$ cat config.mk
export PLATFORM = sky130hd
export DESIGN_NAME = matrix_column_scanner_flat
export DESIGN_NICKNAME = d
export VERILOG_FILES = /design/src/rtl/matrix_column_scanner_pkg.sv /design/src/rtl/matrix_column_scanner_if.sv /design/src/rtl/matrix_column_scanner_dwell_timer.sv /design/src/rtl/matrix_column_scanner.sv /design/src/flat_wrapper.sv
export SDC_FILE = /design/constraint.sdc
export NUM_CORES = 1
export LEC_CHECK = 0
export CAP_MARGIN = 0
export CORE_ASPECT_RATIO = 1.1
export CORE_UTILIZATION = 30
export DETAILED_ROUTE_END_ITERATION = 6
export GPL_TIMING_DRIVEN = 0
export PLACE_DENSITY = 0.53
export SKIP_LAST_GASP = 1
export SYNTH_ARGS = -nofsm -noshare
export SYNTH_HDL_FRONTEND = slang
export SYNTH_HIERARCHICAL = 1
export SYNTH_SLANG_ARGS = --single-unit
export TNS_END_PERCENT = 100
$ cat constraint.sdc
create_clock -name clock -period 6.2 [get_ports clock]
set_clock_uncertainty 0.1 [all_clocks]
set_input_delay 0.62 -clock clock [delete_from_list [all_inputs] [get_ports clock]]
set_output_delay 0.62 -clock clock [all_outputs]
set_load 0.02 [all_outputs]
$ cat src/rtl/matrix_column_scanner_pkg.sv
// matrix_pkg: shared types and constants for the 5x7 LED matrix column scanner.
//   state_t    - scanner FSM states (S_IDLE, S_LOAD, S_SHOW, S_BLANK)
//   N_COLS     - physical columns on the matrix
//   N_ROWS     - rows per column (bit 6 = top row)
//   LAST_COL   - index of the final column in a frame
//   col_source - which source image (2 = col_2, 1 = col_1, 0 = col_0) feeds a column
package matrix_pkg;

    localparam int N_COLS = 5;
    localparam int N_ROWS = 7;
    localparam logic [2:0] LAST_COL = 3'd4;

    // Prefixed so the BLANK state cannot collide with the BLANK timing parameter.
    typedef enum logic [1:0] {
        S_IDLE  = 2'd0,
        S_LOAD  = 2'd1,
        S_SHOW  = 2'd2,
        S_BLANK = 2'd3
    } state_t;

    // Mirror-symmetric mapping: outer columns share col_2, inner pair shares col_1.
    function automatic logic [1:0] col_source(input logic [2:0] col_idx);
        case (col_idx)
            3'd0, 3'd4: col_source = 2'd2;
            3'd1, 3'd3: col_source = 2'd1;
            default:    col_source = 2'd0;
        endcase
    endfunction

endpackage

$ cat src/rtl/matrix_column_scanner_if.sv
// matrix_column_scanner_if: signal bundle between the image decoders, the
// scanner and the LED matrix pins.
//   enable      - 1 = scan, 0 = blank and idle
//   col_2..0    - source column images (bit 6 = top row)
//   brightness  - dimming level, present only with MATRIX_DIMMING_EN
//   matrix_col  - column select pins (polarity set by OUT_ACTIVE_LOW)
//   matrix_row  - row data pins (polarity set by OUT_ACTIVE_LOW)
//   scan_col    - index of the column being shown, 0 outside SHOW
//   frame_done  - one-cycle pulse after each complete frame
//   state       - debug view of the scanner FSM
// Bus contract: there is no valid/ready pair. The image inputs are level
// signals that the scanner samples only in its LOAD cycle; the master may
// change them at any time and the change takes effect from the next frame.
// All outputs are registered and change only on the rising clock edge.
interface matrix_column_scanner_if;
    import matrix_pkg::*;

    logic              enable;
    logic [N_ROWS-1:0] col_2;
    logic [N_ROWS-1:0] col_1;
    logic [N_ROWS-1:0] col_0;
`ifdef MATRIX_DIMMING_EN
    logic [1:0]        brightness;
`endif
    logic [N_COLS-1:0] matrix_col;
    logic [N_ROWS-1:0] matrix_row;
    logic [2:0]        scan_col;
    logic              frame_done;
    state_t            state;

`ifdef MATRIX_DIMMING_EN
    modport master (output enable, col_2, col_1, col_0, brightness,
                    input  matrix_col, matrix_row, scan_col, frame_done, state);
    modport slave  (input  enable, col_2, col_1, col_0, brightness,
                    output matrix_col, matrix_row, scan_col, frame_done, state);
`else
    modport master (output enable, col_2, col_1, col_0,
                    input  matrix_col, matrix_row, scan_col, frame_done, state);
    modport slave  (input  enable, col_2, col_1, col_0,
                    output matrix_col, matrix_row, scan_col, frame_done, state);
`endif

endinterface

$ cat src/rtl/matrix_column_scanner_dwell_timer.sv
// matrix_dwell_timer: loadable down-counter shared by the SHOW and BLANK
// states. Loading N-1 makes done assert on the N-th cycle after the load.
//   clock, reset_n - clock and synchronous active-low reset
//   load           - load load_value on the next edge
//   load_value     - cycles-minus-one to time
//   count_next     - value the counter takes on the next edge
//                    (only with MATRIX_DIMMING_EN, used for row gating)
//   done           - current count is zero (last cycle of the period)
module matrix_dwell_timer #(
    parameter int W = 4
) (
    input  logic         clock,
    input  logic         reset_n,
    input  logic         load,
    input  logic [W-1:0] load_value,
`ifdef MATRIX_DIMMING_EN
    output logic [W-1:0] count_next,
`endif
    output logic         done
);

    logic [W-1:0] count_q;
    logic [W-1:0] next_value;

    // Holds at zero once expired so an idle timer stays quiet.
    always_comb begin
        next_value = count_q;
        if (load) begin
            next_value = load_value;
        end else if (count_q != '0) begin
            next_value = count_q - W'(1);
        end
    end

    always_ff @(posedge clock) begin
        if (!reset_n) begin
            count_q <= '0;
        end else begin
            count_q <= next_value;
        end
    end

    assign done = (count_q == '0);

`ifdef MATRIX_DIMMING_EN
    assign count_next = next_value;
`endif

endmodule

$ cat src/rtl/matrix_column_scanner.sv
// matrix_column_scanner: time-multiplexes three mirror-symmetric column
// images onto a 5x7 LED matrix, one column at a time, with a dwell period
// per column and a blanking gap between columns. The image is captured once
// per frame in LOAD so a mid-frame input change never tears the display.
//   clock   - system clock, rising edge
//   reset_n - synchronous active-low reset
//   bus     - matrix_column_scanner_if.slave (enable, images, LED pins,
//             scan_col, frame_done, debug state)
// Parameters: DWELL (cycles per lit column, >= 1), BLANK (off cycles between
// columns, 0 removes the gap), OUT_ACTIVE_LOW (invert the LED pins).
// Optional build macro: MATRIX_DIMMING_EN adds bus.brightness, which limits
// how much of each dwell the rows are driven.
module matrix_column_scanner
    import matrix_pkg::*;
#(
    parameter int DWELL          = 1000,
    parameter int BLANK          = 4,
    parameter bit OUT_ACTIVE_LOW = 1'b1
) (
    input  logic                    clock,
    input  logic                    reset_n,
    matrix_column_scanner_if.slave  bus
);

    localparam int CNT_MAX = (DWELL > BLANK) ? DWELL : BLANK;
    localparam int CNT_W   = $clog2(CNT_MAX + 1);
    localparam logic [CNT_W-1:0] DWELL_LOAD = CNT_W'(DWELL - 1);
    localparam logic [CNT_W-1:0] BLANK_LOAD = CNT_W'((BLANK > 0) ? BLANK - 1 : 0);

    state_t                  state_q, state_n;
    logic [2:0]              col_q, col_n;
    logic [2:0][N_ROWS-1:0]  frame_q, frame_n;
    logic                    timer_load;
    logic [CNT_W-1:0]        timer_value;
    logic                    timer_done;
    logic                    frame_end;

    // Logical (active-high) output registers, inverted at the pins if needed.
    logic [N_COLS-1:0]       col_sel_q, col_sel_n;
    logic [N_ROWS-1:0]       row_q, row_n;
    logic [2:0]              scan_q, scan_n;
    logic                    done_q;
    logic [N_ROWS-1:0]       image;
    logic                    row_on;

`ifdef MATRIX_DIMMING_EN
    logic [1:0]              bright_q, bright_n;
    logic [CNT_W-1:0]        cnt_next;
    int                      elapsed;
    int                      lit_cycles;
`endif

    matrix_dwell_timer #(.W(CNT_W)) u_timer (
        .clock      (clock),
        .reset_n    (reset_n),
        .load       (timer_load),
        .load_value (timer_value),
`ifdef MATRIX_DIMMING_EN
        .count_next (cnt_next),
`endif
        .done       (timer_done)
    );

    // Next-state logic. Outputs are registered from the *next* state so the
    // pins show a column in exactly the cycles the FSM is in SHOW.
    always_comb begin
        state_n     = state_q;
        col_n       = col_q;
        timer_load  = 1'b0;
        timer_value = DWELL_LOAD;
        frame_end   = 1'b0;
        frame_n     = frame_q;
        if (state_q == S_LOAD) begin
            frame_n = {bus.col_2, bus.col_1, bus.col_0};
        end

        case (state_q)
            S_IDLE: begin
                if (bus.enable) begin
                    state_n = S_LOAD;
                end
            end
            S_LOAD: begin
                if (!bus.enable) begin
                    state_n = S_IDLE;
                end else begin
                    state_n    = S_SHOW;
                    col_n      = 3'd0;
                    timer_load = 1'b1;
                end
            end
            S_SHOW: begin
                if (!bus.enable) begin
                    state_n = S_IDLE;
                end else if (timer_done) begin
                    if (BLANK > 0) begin
                        state_n     = S_BLANK;
                        timer_load  = 1'b1;
                        timer_value = BLANK_LOAD;
                    end else if (col_q < LAST_COL) begin
                        state_n    = S_SHOW;
                        col_n      = col_q + 3'd1;
                        timer_load = 1'b1;
                    end else begin
                        state_n   = S_LOAD;
                        frame_end = 1'b1;
                    end
                end
            end
            S_BLANK: begin
                if (!bus.enable) begin
                    state_n = S_IDLE;
                end else if (timer_done) begin
                    if (col_q < LAST_COL) begin
                        state_n    = S_SHOW;
                        col_n      = col_q + 3'd1;
                        timer_load = 1'b1;
                    end else begin
                        state_n   = S_LOAD;
                        frame_end = 1'b1;
                    end
                end
            end
            default: begin
                state_n = S_IDLE;
            end
        endcase
    end

    // Source image for the column about to be shown.
    always_comb begin
        case (col_source(col_n))
            2'd2:    image = frame_n[2];
            2'd1:    image = frame_n[1];
            default: image = frame_n[0];
        endcase
    end

`ifdef MATRIX_DIMMING_EN
    // Rows are lit for the first ((brightness+1)*DWELL)/4 cycles of a dwell;
    // the down-counter is converted back to cycles elapsed since SHOW entry.
    always_comb begin
        bright_n = bright_q;
        if (state_q == S_LOAD) begin
            bright_n = bus.brightness;
        end
        elapsed    = DWELL - 1 - int'(cnt_next);
        lit_cycles = ((int'(bright_n) + 1) * DWELL) / 4;
        row_on     = (elapsed < lit_cycles);
    end
`else
    assign row_on = 1'b1;
`endif

    always_comb begin
        col_sel_n = '0;
        row_n     = '0;
        scan_n    = 3'd0;
        if (state_n == S_SHOW) begin
            col_sel_n = N_COLS'(1) << col_n;
            row_n     = row_on ? image : '0;
            scan_n    = col_n;
        end
    end

    always_ff @(posedge clock) begin
        if (!reset_n) begin
            state_q   <= S_IDLE;
            col_q     <= 3'd0;
            frame_q   <= '0;
            col_sel_q <= '0;
            row_q     <= '0;
            scan_q    <= 3'd0;
            done_q    <= 1'b0;
`ifdef MATRIX_DIMMING_EN
            bright_q  <= 2'd0;
`endif
        end else begin
            state_q   <= state_n;
            col_q     <= col_n;
            frame_q   <= frame_n;
            col_sel_q <= col_sel_n;
            row_q     <= row_n;
            scan_q    <= scan_n;
            done_q    <= frame_end;
`ifdef MATRIX_DIMMING_EN
            bright_q  <= bright_n;
`endif
        end
    end

    // Single pin-polarity stage.
    assign bus.matrix_col = OUT_ACTIVE_LOW ? ~col_sel_q : col_sel_q;
    assign bus.matrix_row = OUT_ACTIVE_LOW ? ~row_q : row_q;
    assign bus.scan_col   = scan_q;
    assign bus.frame_done = done_q;
    assign bus.state      = state_q;

endmodule
$ cat src/flat_wrapper.sv
// flat-port wrapper written by rule: the top's interface ports become plain ports
module matrix_column_scanner_flat import matrix_pkg::*;
#(
    parameter int DWELL          = 1000,
    parameter int BLANK          = 4,
    parameter bit OUT_ACTIVE_LOW = 1'b1
)
  (clock, reset_n, bus_enable, bus_col_2, bus_col_1, bus_col_0, bus_matrix_col, bus_matrix_row, bus_scan_col, bus_frame_done, bus_state);
  matrix_column_scanner_if bus_i ();
  input  logic clock;
  input  logic reset_n;
  input wire logic [$bits(bus_i.enable)-1:0] bus_enable;
  input wire logic [$bits(bus_i.col_2)-1:0] bus_col_2;
  input wire logic [$bits(bus_i.col_1)-1:0] bus_col_1;
  input wire logic [$bits(bus_i.col_0)-1:0] bus_col_0;
  output wire logic [$bits(bus_i.matrix_col)-1:0] bus_matrix_col;
  output wire logic [$bits(bus_i.matrix_row)-1:0] bus_matrix_row;
  output wire logic [$bits(bus_i.scan_col)-1:0] bus_scan_col;
  output wire logic [$bits(bus_i.frame_done)-1:0] bus_frame_done;
  output wire logic [$bits(bus_i.state)-1:0] bus_state;
  assign bus_i.enable = bus_enable;
  assign bus_i.col_2 = bus_col_2;
  assign bus_i.col_1 = bus_col_1;
  assign bus_i.col_0 = bus_col_0;
  assign bus_matrix_col = bus_i.matrix_col;
  assign bus_matrix_row = bus_i.matrix_row;
  assign bus_scan_col = bus_i.scan_col;
  assign bus_frame_done = bus_i.frame_done;
  assign bus_state = bus_i.state;
  matrix_column_scanner #(.DWELL(DWELL), .BLANK(BLANK), .OUT_ACTIVE_LOW(OUT_ACTIVE_LOW)) u_core (.clock(clock), .reset_n(reset_n), .bus(bus_i));
endmodule
# Yosys cells after proc, flatten, opt, wreduce, memory -nomap -nowiden
# Cells that the tools add are included.
# W data, S select, Z words.
# totals
reg_bits,52
output_inout_bits,18
wordCells,63
# op_classes
magnitude_cmp,1
n_mux,29
reduce_logical,9
n_eq_ne,9
bitwise_logic,2
addsub,2
shift,1
# ops
op,count
$mux W10,5
$mux W21,1
$mux W2,7
$pmux W7 S2,1
$mux W3,4
$logic_not A10 Y1,1
$reduce_bool A10 Y1,1
$sub A10 B1 Y10 const B,1
$eq A2 B2 Y1 const B,4
$pmux W2 S4,1
$mux W1,7
$not A7 Y7,1
$pmux W3 S2,1
$not A5 Y5,1
$shl A1 B3 Y5 const A,1
$eq A2 B1 Y1 const B,2
$pmux W2 S2,1
$reduce_and A4 Y1,1
$reduce_or A2 Y1,2
$add A3 B1 Y3 const B,1
$eq A3 B1 Y1 const B,1
$eq A3 B2 Y1 const B,1
$eq A3 B3 Y1 const B,1
$logic_not A3 Y1,1
5 further kinds,5

# Longest topological paths before layout
# logic_depth
word_depth,10
mapped_depth,10

# Modules after synthesis
# The synthesis kept the hierarchy.
# by_module_without_submodules
module,area_per_inst_um2,instances,cells_each,seq_area_each_um2
matrix_column_scanner,1823.0,1,194,840.8
matrix_dwell_timer,573.0,1,65,200.2

# Least setup slack after synthesis
# Ideal clock, no wire load.
# synth_timing
path_kind,flip-flop to flip-flop
start,register u_core.u_timer.count_q[0]
end,register u_core.row_q[0]
path_buffers,1
required_time_ns,6.013
path_slack_ns,3.211
setup_ns,0.087
stages_incl_launch_ff,11
arrival_time_ns,2.802
cell_sequence,dfxtp_1 -> inv_1 -> ha_1 -> or4b_4 -> nor3_4 -> nand2b_1 -> or4_1 -> buf_2 -> nand2_4 -> mux2_4 -> o31ai_1
# synth_between
elab_chain_len,9
word_cells_on_any_way,21
classes_between,eq/ne: 6; mux: 10; reduce/logical: 5
# synth_rtl
element,line,text
start: declaration,matrix_column_scanner_dwell_timer.sv:22,logic [W-1:0] count_q;
start signal: assignment,matrix_column_scanner_dwell_timer.sv:39,count_q <= next_value;
$logic_not A10 Y1 (*),matrix_column_scanner_dwell_timer.sv:43,assign done = (count_q == '0);
net u_core.timer_done,matrix_column_scanner.sv:35,logic timer_done;
$mux W3,matrix_column_scanner.sv:113,end else if (timer_done) begin
$mux W3,matrix_column_scanner.sv:111,if (!bus.enable) begin
$pmux W3 S2,matrix_column_scanner.sv:77,case (state_q)
"$eq A3 B1 Y1, or another cell as far along",matrix_column_scanner_pkg.sv:23,case (col_idx)
$reduce_or A2 Y1,matrix_column_scanner_pkg.sv:23,
$pmux W2 S2,matrix_column_scanner_pkg.sv:23,
$eq A2 B1 Y1 / $eq A2 B2 Y1 (equally long branches),matrix_column_scanner.sv:132,case (col_source(col_n))
$pmux W7 S2,matrix_column_scanner.sv:132,
end signal: assignment,matrix_column_scanner.sv:183,row_q <= row_n;
end: declaration,matrix_column_scanner.sv:40,"logic [N_ROWS-1:0] row_q, row_n;"
# Mark *: on every way through the listed nets, which the timed path passes. The rest lies on a longest branch.
# A chain may end at the register's enable or synchronous reset.

# Worst setup path after layout
# Same ends and word-level chain as after synthesis.

==> run metrics <==
share of cells above drive strength 1=between 10% and 20%; DRT antenna net count=0; RSZ-0062 raised after global routing=no; Synth cell types=50; WHS=393 ps; area of the mapped netlist=0.00240 mm²; Gate power share=between 20% and 30%; fmax=0.287 GHz; Post-synth top flop=dfxtp_1; Final Cell Area=0.00309 mm²; Least-Margin Pin Slew=~630 ps; port bufs=40; Max Cap Violations=0; grt ovf=0; total track usage=between 10% and 20%; EDFF count, synth=0; post-synthesis average cell area=9.25 µm²; Die X-Extent=87.2 µm; Worst Path Required=6300 ps; Fin. Hold Viols=0; vias=roughly 1900; clock tree from TritonCTS=built; total power=between 900 and 1000 µW; DRT iter0 DRCs=71; Worst EP arrival=~3600 ps; post-synthesis register bit count=between 50 and 60; placer's final routability congestion estimate=roughly 0.74; sequential power share=between 40% and 50%; die height=between 90 and 100 µm; vias in the first global route=roughly 1900; Worst VDD drop=~110 µV; Sw Ratio=between 20 and 30%; first-pass GRT wire length=between 8000 and 9000 µm; Via density=between 4 and 5; cts bufs inserted=5; number of H-tree levels=2; TNS Setup=0 ps; sequential area share after synthesis=43.4%; Max Root-Sink Buffers=2; part of the cycle the worst path needs=a little under three fifths; largest net degree at the start of global routing=17; worst skew pair latency=between 300 and 400 ps; drt drc=0; status=finished clean; CP Cell Sequence=inv_1 > ha_1 > or4b_4 > nor3_4 > nand2b_1 > or4_1 > buf_2 > nand2_4 > mux2_4 > o31ai_1; initial antenna violation count=0; row count=33; cells after synthesis=259; Setup Fix Bufs, Post-CTS=0; Internal=about 700 µW; NumNets Final=approximately 330; final setup violating endpoints=0; startpoint type of the worst setup path=flip-flop; first-pass iteration count of the detailed router=4; Worst Path Class, Setup=reg -> reg; Clock Power Share=31.8%; synth cell count leaders=52 x dfxtp_1, 25 x nor2_1, 19 x inv_1; Leak=between 0.001 and 0.0015 µW; top-count cell post-synth=dfxtp_1; Fill cells=808; clk sinks=between 50 and 60; Syn. warnings=6; dpl cell area=slightly below 0.003 mm²; ant diodes=0; Routed Wire Length=5370 µm; share of the synthesized area in the top cell type=between 40% and 50%; post-detail-place hpwl=3840 µm; PostCTS Resize Cnt=0; CTS Hold Bufs=0; Clock Pin Slew Worst Setup and Hold Paths=around 100 ps; Worst setup EP type=flip-flop; Tmin final=~3500 ps; CP max FO=15; synth top area cells=dfxtp_1 43%, mux2_2 5.6%, mux2i_1 4.6%; Slew Limit Fails=0; die area=around 0.0083 mm²; CTS Root Cell=clkbuf_8; Max stage delay on crit path=560 ps; core area=~0.0076 mm²; effective utilization at floorplan=31.5%; largest area contributor in the netlist=dfxtp_1; Worst Hold Class=reg -> reg; NetSw=292 µW; Area growth syn-to-layout=29.1%; drt wl/cell=13.0 µm; Async S/R FF share, synth=0%; Power Dens Cells=between 300 and 400 mW/mm²; io pins=42; max-slew headroom at the worst pin=between 50% and 60%; CP max-delay cell=nor3_4
## sequential cells by signal, summed over array words and instances, names as in the netlist
signal and cells:
u_core/bus.state 2, u_core/bus.frame_done 1, u_core/frame_q 21, u_core/bus.scan_col 3, u_core/u_timer/count_q 10, u_core/row_q 7, u_core/col_q 3, u_core/col_sel_q 5
## critical path, delay by kind of cell (launching register included)
family	cells	cell delay [ps]
compound gates	1	280
fa+ha+maj	1	190
buf+inv	2	240
flops	1	350
mux	1	360
simple gates	5	1840
## final cells by class
class                   instances  area, µm²  share of cell area [%]
clock buffers                   5       68.8                    2.22
repair buffers                 40        400                    12.9
plain buffers                  11       52.6                    1.70
inverters                      19       71.3                    2.30
multi-input cells             179       1240                    40.0
clock inverters                 3       90.1                    2.91
flip-flops and latches         52       1040                    33.6
well taps                     105        131                    4.25
## layer usage
layer  global-route usage, %  wire, µm  vias up  part of all wire [%]
met5                       0         0        -                     0
met4                    3.69        46        0                  0.86
met3                    2.83       230        7                   4.3
met2                    22.3      2440       49                    45
met1                    17.7      2660      900                    49
li1                        -         -      993                     -
## through the flow
stage                     worst slack [ps]  util (%)  instances
after floorplan                       3210         -        261
after global placement                2770      38.6        406
after detailed placement              2780      38.6        406
after CTS                             2730      40.7        414
after global routing                  2490      40.7        414
final                                 2720      40.7        414
## cell usage in the layout, fill, tap and decap left out, types with 2 or more instances in the layout
cell and count:
nor2_1 25, dfxtp_1 52, or4b_2 2, nand3_1 13, or4_1 3, ha_1 2, a21oi_1 11, clkbuf_8 5
o211ai_1 4, a22oi_1 3, xor2_1 2, nor3_1 5, mux2i_1 11, o31ai_1 5, conb_1 4, inv_1 19
nand2_1 18, mux2_2 12, clkbuf_1 4, clkdlybuf4s50_1 40, a32o_1 2, bufinv_16 3, nor4_1 3, nand4_1 3
and2_1 12, o21a_1 2, o21ai_0 7, nand2b_1 7, buf_2 6
## logic make-up after synthesis
| logic type | count (synthesis) | share of synthesized area (%) |
|---|---|---|
| AO/OA/AOI/OAI | 43 | 14.3 |
| XOR/XNOR | 3 | 1.10 |
| adder cells (fa/ha/maj) | 2 | 1.04 |
| buffers and inverters | 30 | 5.17 |
| flip-flops | 52 | 43.4 |
| multiplexers | 24 | 10.9 |
| other | 2 | 0.313 |
| AND/OR/NAND/NOR | 103 | 23.8 |
## worst paths after layout
check | startpoint | end | slack [ps] | cells past startpoint
setup reg to reg | u_core/u_timer/count_q[0]$_SDFFE_PN0P_ | u_core/row_q[0]$_SDFF_PP0_ | 2720 | 10
hold reg to reg | u_core/frame_q[18]$_SDFF_PN0_ | u_core/frame_q[18]$_SDFF_PN0_ | 390 | 2
hold / removal | u_core/frame_q[18]$_SDFF_PN0_ | u_core/frame_q[18]$_SDFF_PN0_ | 390 | 2
setup / recovery | u_core/u_timer/count_q[0]$_SDFFE_PN0P_ | u_core/row_q[0]$_SDFF_PP0_ | 2720 | 10
## power groups by stage
stage	sequential (µW)	combinational, µW	clock (µW)
after floorplan	406	213	0
after detailed placement	414	273	0
final	406	274	317
after global placement	413	271	0
after global routing	411	304	335
after CTS	406	275	327
(Power assumes the default switching activity.)
